<file path="config.mk">
export PLATFORM = sky130hd
export DESIGN_NAME = hpdcache_id_release
export DESIGN_NICKNAME = d
export VERILOG_FILES = /design/src/rtl/hpdcache_id_release_pkg.sv /design/src/rtl/hpdcache_rrarb.sv /design/src/rtl/hpdcache_id_release.sv
export SDC_FILE = /design/constraint.sdc
export NUM_CORES = 1
export LEC_CHECK = 0
export CORE_MARGIN = 2
export CORE_UTILIZATION = 40
export CTS_BUF_LIST = sky130_fd_sc_hd__clkbuf_8
export DETAILED_ROUTE_END_ITERATION = 8
export DONT_BUFFER_PORTS = 1
export PLACE_DENSITY = 0.6
export SLEW_MARGIN = 20
export SYNTH_ARGS = -nofsm -noshare
export SYNTH_HDL_FRONTEND = slang
export SYNTH_SLANG_ARGS = --single-unit
</file>
<file path="constraint.sdc">
create_clock -name clk_i -period 1.8 [get_ports clk_i]
set_clock_uncertainty 0.1 [all_clocks]
set_input_delay 0.18 -clock clk_i [delete_from_list [all_inputs] [get_ports clk_i]]
set_output_delay 0.18 -clock clk_i [all_outputs]
set_load 0.01 [all_outputs]
</file>
<file path="src/rtl/hpdcache_id_release_pkg.sv">
// rtl/hpdcache_id_release_pkg.sv - local types for the ID release block
package hpdcache_id_release_pkg;

    localparam int REL_SRC_COUNT = 2;

    typedef enum logic {
        REL_SRC_A = 1'b0,
        REL_SRC_B = 1'b1
    } rel_src_e;

endpackage

</file>
<file path="src/rtl/hpdcache_rrarb.sv">
// rtl/hpdcache_rrarb.sv - N-way round-robin arbiter, pointer advances on accepted grant
module hpdcache_rrarb #(
    parameter int N = 2
) (
    input  logic         clk_i,
    input  logic         rst_i,
    input  logic [N-1:0] req_i,
    input  logic         ready_i,
    output logic [N-1:0] gnt_o
);

    localparam int PW = (N > 1) ? $clog2(N) : 1;

    logic [PW-1:0] r_ptr;
    logic [PW-1:0] w_next;
    logic          w_found;

    // First requester at or after the pointer wins; remember the slot after it
    always_comb begin
        gnt_o   = '0;
        w_next  = r_ptr;
        w_found = 1'b0;
        for (int i = 0; i < N; i++) begin
            automatic int idx = (int'(r_ptr) + i) % N;
            if (!w_found && req_i[idx]) begin
                gnt_o[idx] = 1'b1;
                w_next     = PW'((idx + 1) % N);
                w_found    = 1'b1;
            end
        end
    end

    // Pointer moves past the winner only when the grant is consumed
    always_ff @(posedge clk_i) begin
        if (rst_i) begin
            r_ptr <= '0;
        end else if (ready_i && w_found) begin
            r_ptr <= w_next;
        end
    end

endmodule

</file>
<file path="src/rtl/hpdcache_id_release.sv">
// rtl/hpdcache_id_release.sv - in-use bitmap and release merge in front of the ID free-list
module hpdcache_id_release
    import hpdcache_id_release_pkg::*;
#(
    parameter int unsigned ID_COUNT = 8,
    parameter int unsigned ID_WIDTH = $clog2(ID_COUNT)
) (
    input  logic                clk_i,
    input  logic                rst_i,
    input  logic                alloc_i,
    input  logic [ID_WIDTH-1:0] alloc_id_i,
    input  logic                rel_a_valid_i,
    output logic                rel_a_ready_o,
    input  logic [ID_WIDTH-1:0] rel_a_id_i,
    input  logic                rel_b_valid_i,
    output logic                rel_b_ready_o,
    input  logic [ID_WIDTH-1:0] rel_b_id_i,
    output logic                fl_w_o,
    input  logic                fl_wok_i,
    output logic [ID_WIDTH-1:0] fl_wdata_o,
    output logic [ID_COUNT-1:0] inuse_o,
    output logic                idle_o,
    output logic                err_double_alloc_o,
    output logic                err_double_free_o
);

    logic [ID_COUNT-1:0]      r_inuse;
    logic                     r_out_valid;
    logic [ID_WIDTH-1:0]      r_out_id;
    logic                     r_err_alloc;
    logic                     r_err_free;

    logic                     w_accept;
    logic [REL_SRC_COUNT-1:0] w_gnt;
    rel_src_e                 w_src;
    logic                     w_rel_fire;
    logic [ID_WIDTH-1:0]      w_rel_id;
    logic                     w_rel_known;
    logic [ID_COUNT-1:0]      w_inuse_next;

    // A release can land when the slot is empty or is being pushed right now
    assign w_accept = ~rst_i & (~r_out_valid | fl_wok_i);

    hpdcache_rrarb #(
        .N (REL_SRC_COUNT)
    ) u_rrarb (
        .clk_i   (clk_i),
        .rst_i   (rst_i),
        .req_i   ({rel_b_valid_i, rel_a_valid_i}),
        .ready_i (w_accept),
        .gnt_o   (w_gnt)
    );

    assign rel_a_ready_o = w_accept & w_gnt[0];
    assign rel_b_ready_o = w_accept & w_gnt[1];
    assign w_src         = w_gnt[1] ? REL_SRC_B : REL_SRC_A;
    assign w_rel_id      = (w_src == REL_SRC_B) ? rel_b_id_i : rel_a_id_i;
    assign w_rel_fire    = (rel_a_valid_i & rel_a_ready_o) | (rel_b_valid_i & rel_b_ready_o);
    assign w_rel_known   = r_inuse[w_rel_id];

    // Release clears, alloc sets; both look at the current bitmap and set wins
    always_comb begin
        w_inuse_next = r_inuse;
        if (w_rel_fire && w_rel_known) begin
            w_inuse_next[w_rel_id] = 1'b0;
        end
        if (alloc_i) begin
            w_inuse_next[alloc_id_i] = 1'b1;
        end
    end

    // Bitmap, output slot and error pulses
    always_ff @(posedge clk_i) begin
        if (rst_i) begin
            r_inuse     <= '0;
            r_out_valid <= 1'b0;
            r_out_id    <= '0;
            r_err_alloc <= 1'b0;
            r_err_free  <= 1'b0;
        end else begin
            r_inuse     <= w_inuse_next;
            r_err_alloc <= alloc_i & r_inuse[alloc_id_i];
            r_err_free  <= w_rel_fire & ~w_rel_known;
            if (w_rel_fire && w_rel_known) begin
                r_out_valid <= 1'b1;
                r_out_id    <= w_rel_id;
            end else if (r_out_valid && fl_wok_i) begin
                r_out_valid <= 1'b0;
            end
        end
    end

    assign fl_w_o             = r_out_valid & ~rst_i;
    assign fl_wdata_o         = r_out_id;
    assign inuse_o            = r_inuse;
    assign idle_o             = ~(|r_inuse) & ~r_out_valid;
    assign err_double_alloc_o = r_err_alloc;
    assign err_double_free_o  = r_err_free;

`ifndef HPDCACHE_ASSERT_OFF
    a_wdata_stable : assert property (@(posedge clk_i) disable iff (rst_i)
        (fl_w_o && !fl_wok_i) |=> $stable(fl_wdata_o));
    a_one_ready : assert property (@(posedge clk_i) disable iff (rst_i)
        !(rel_a_ready_o && rel_b_ready_o));
`endif

endmodule

</file>
==> impl_results.md <==
* Ant. Diodes at 0
* CP max FO at 4
* FP Rows at 18
* Design Power at 0.807 mW
* Port bufs at 0
* Avg WL per Cell at between 15 and 20 um
* Status: finished clean
* Clk sinks at 15
* Tcrit/Tclk final at between 90% and 100%
* Largest area contributor in the netlist: dfxtp_1
* Number of distinct library cells after synthesis at 34
* DIE WIDTH at approximately 56 um
* Final core utilization at between 50% and 60%
* Post-CTS Setup Repair Bufs at 0
* Initial antenna violation count at 0
* PwrDens at around 620 nW/um^2
* Largest cells by area after synthesis: dfxtp_1 (28%), mux2i_1 (15%), nor2_1 (5.3%)
* Fmax at approximately 0.56 GHz
* Pins Over Slew Limit at 0
* Clock-pin slew on the worst setup and hold paths at around 0.070 ns
* Vias at just over 1,000
* Gr usage total at 20.2%
* Clk Latency, worst-skew pair at around 0.26 ns
* Arrival time at the worst endpoint at 1.83 ns
* CTS buffer count at 3
* Met1 global-route usage at between 20 and 30%
* Fillers at around 260
* First-pass GRT wire length at 4.91 mm
* Pleak at ~0.53 nW
* Worst path slowest cell: mux4_2
* Most common cell after layout, fill and taps aside: mux2i_1
* Critical path launch point type: flip-flop
* Die footprint at about 3100 um^2
* Drt drc at 0
* CP peak stage delay at slightly above 0.5 ns
* Placed Instance Area at roughly 1200 um^2
* IR drop worst, VDD at ~340 uV
* Layout cells sized above 1 at 25.0%
* Mean area per synthesized cell at about 8.4 um^2
* Area of the core at ~2500 um^2
* Synthesized net count at roughly 140
* Vias/cell at between 5 and 6
* Syn Inst Count at approximately 130
* Synth Register Bits at 15
* Hold Crit Class: input pin to flip-flop
* Initial DRC Count at 35
* Predominant post-synthesis flop cell: dfxtp_1
* Number of enable flip-flop cells after synthesis at 0
* Largest net degree at the start of global routing at 10
* Crit path kind: flip-flop to flip-flop
* Synth-to-layout area growth at 21.5%
* Total grt overflow at 0
* Design area at between 1000 and 1500 um^2
* Worst-Margin Slew at ~0.34 ns
* Clock Path Buffers at 2
* Ports at 32
* Post-route ant nets at 0
* CTS tree: yes
* Slew HR at slightly below 80%
* Mapped Area at ~1100 um^2
* Htree depth at 1
* Commonest non-fill, non-tap cells in the layout: mux2i_1 (16), nor2_1 (15), buf_4 (15)
* Gpl congestion at just over 0.8
* Final nets at 160
* Setup repair after global routing missed its margin: true
* Worst Path Required at roughly 1.8 ns
* Routed WL at 3.10 mm
* M3 GR Usage at under 10%
* Synth Warn # at 0
* Tmin final at 1.79 ns
* 1st-pass router iterations at 4
* Final Hold Fails at 0
* Worst path cell trace: mux2i_1 > mux4_2 > o32a_4 > mux2_4
* Root buffer cell: clkbuf_8
* Final setup violation count at 0
* Dpl hpwl at 2.40 mm
* FFs w/ async S/R, synth at 0%
* Die Y at 55.6 um
* Initial Util at between 40% and 50%
* Area share of the largest cell type after synthesis at approximately 28%
* Vias in the first global route at roughly 1,000
* Max-Cap Viols at 0
* Layer with the highest usage: met2
* Sequential fraction of the synthesis area at 28.2%
* Crit. End Element: flip-flop
* Met2 Usage GRT at about a third
==> layout make-up <==
class | count | area (um^2) | area share, %
clock buffer | 3 | 41.3 | 3.19
clock inverter | 1 | 3.75 | 0.290
inverter | 3 | 11.3 | 0.870
multi-input combinational | 103 | 732 | 56.6
sequential | 15 | 315 | 24.4
tap | 30 | 37.5 | 2.90
timing repair buffer | 19 | 153 | 11.8
==> kinds of logic (layout without fill, tap and decap cells) <==
| logic type | after synthesis | after routing | share of synthesized area [%] |
|---|---|---|---|
| AOI/OAI and AO/OA | 34 | 34 | 23.2 |
| buffers and inverters | 9 | 26 | 3.64 |
| DFF | 15 | 15 | 28.2 |
| muxes | 19 | 19 | 20.7 |
| and+or+nand+nor | 50 | 50 | 24.3 |
==> what timing repair did <==
action,CTS,global route
endpoints found under the setup margin,0,4
resized for setup,0,1
endpoints found under the hold margin,6,0
hold buffers,4,0
==> metal layers <==
metal | wire, um | vias to the layer above | part of all wire, %
met1 | 1440 | 485 | 46
met3 | 169 | 5 | 5.4
met2 | 1450 | 33 | 47
met5 | 0 | - | 0
met4 | 37 | 0 | 1.2
li1 | - | 515 | -
==> power breakdown <==
group	switching (mW)	internal [mW]	leakage, nW	total, mW
registers	0.0119	0.344	0.126	0.356
logic	0.0859	0.0809	0.378	0.167
clock network	0.133	0.152	0.0269	0.284
==> final timing paths <==
| check | endpoint | cells past startpoint | slack [ns] | from |
|---|---|---|---|---|
| max | fl_wdata_o[0]$_SDFFE_PP0N_ | 4 | 0.005 | inuse_o[7]$_SDFF_PP0_ |
| min | inuse_o[6]$_SDFF_PP0_ | 2 | 0.01 | alloc_id_i[2] |
| max reg2reg | fl_wdata_o[0]$_SDFFE_PP0N_ | 4 | 0.005 | inuse_o[7]$_SDFF_PP0_ |
| min reg2reg | fl_wdata_o[1]$_SDFFE_PP0N_ | 2 | 0.42 | fl_wdata_o[1]$_SDFFE_PP0N_ |
==> registers in the layout, summed over array words and instances (netlist names) <==
register            flops
r_out_valid             1
fl_wdata_o              3
u_rrarb.r_ptr           1
inuse_o                 8
err_double_free_o       1
err_double_alloc_o      1
==> critical path, delay by kind of cell, from the launching register on <==
kind / cells / cell delay [ns]
multiplexers: 3 / 0.87
flip-flops: 1 / 0.36
AO/OA/AOI/OAI: 1 / 0.34
==> cell usage after synthesis (2+ instances only) <==
library cell and n:
a211oi_1 4, a21boi_0 3, a21oi_1 7, a311oi_1 3, a31oi_1 6, clkbuf_1 4
dfxtp_1 15, inv_1 3, mux2i_1 16, mux4_2 2, nand2_1 9, nand2b_1 4
nand4_1 2, nand4b_1 2, nor2_1 15, nor2b_1 5, nor3_1 2, nor4_1 3
o21ai_0 5, or2_2 3
==> through the flow <==
stage / TNS (ns) / cells / hold slack, ns / setup slack [ns]
6_report: 0 / 174 / 0.0132 / 0.00550
4_1_cts: 0 / 174 / 0.0130 / 0.00535
3_3_place_gp: 0 / 166 / 0.147 / 0.0601
3_5_place_dp: 0 / 166 / 0.149 / 0.0217
2_1_floorplan: 0 / 127 / 0.226 / 0.00290
5_1_grt: -0.0834 / 174 / 0.0278 / -0.0302
No activity file was read; power rests on OpenSTA's default activity.
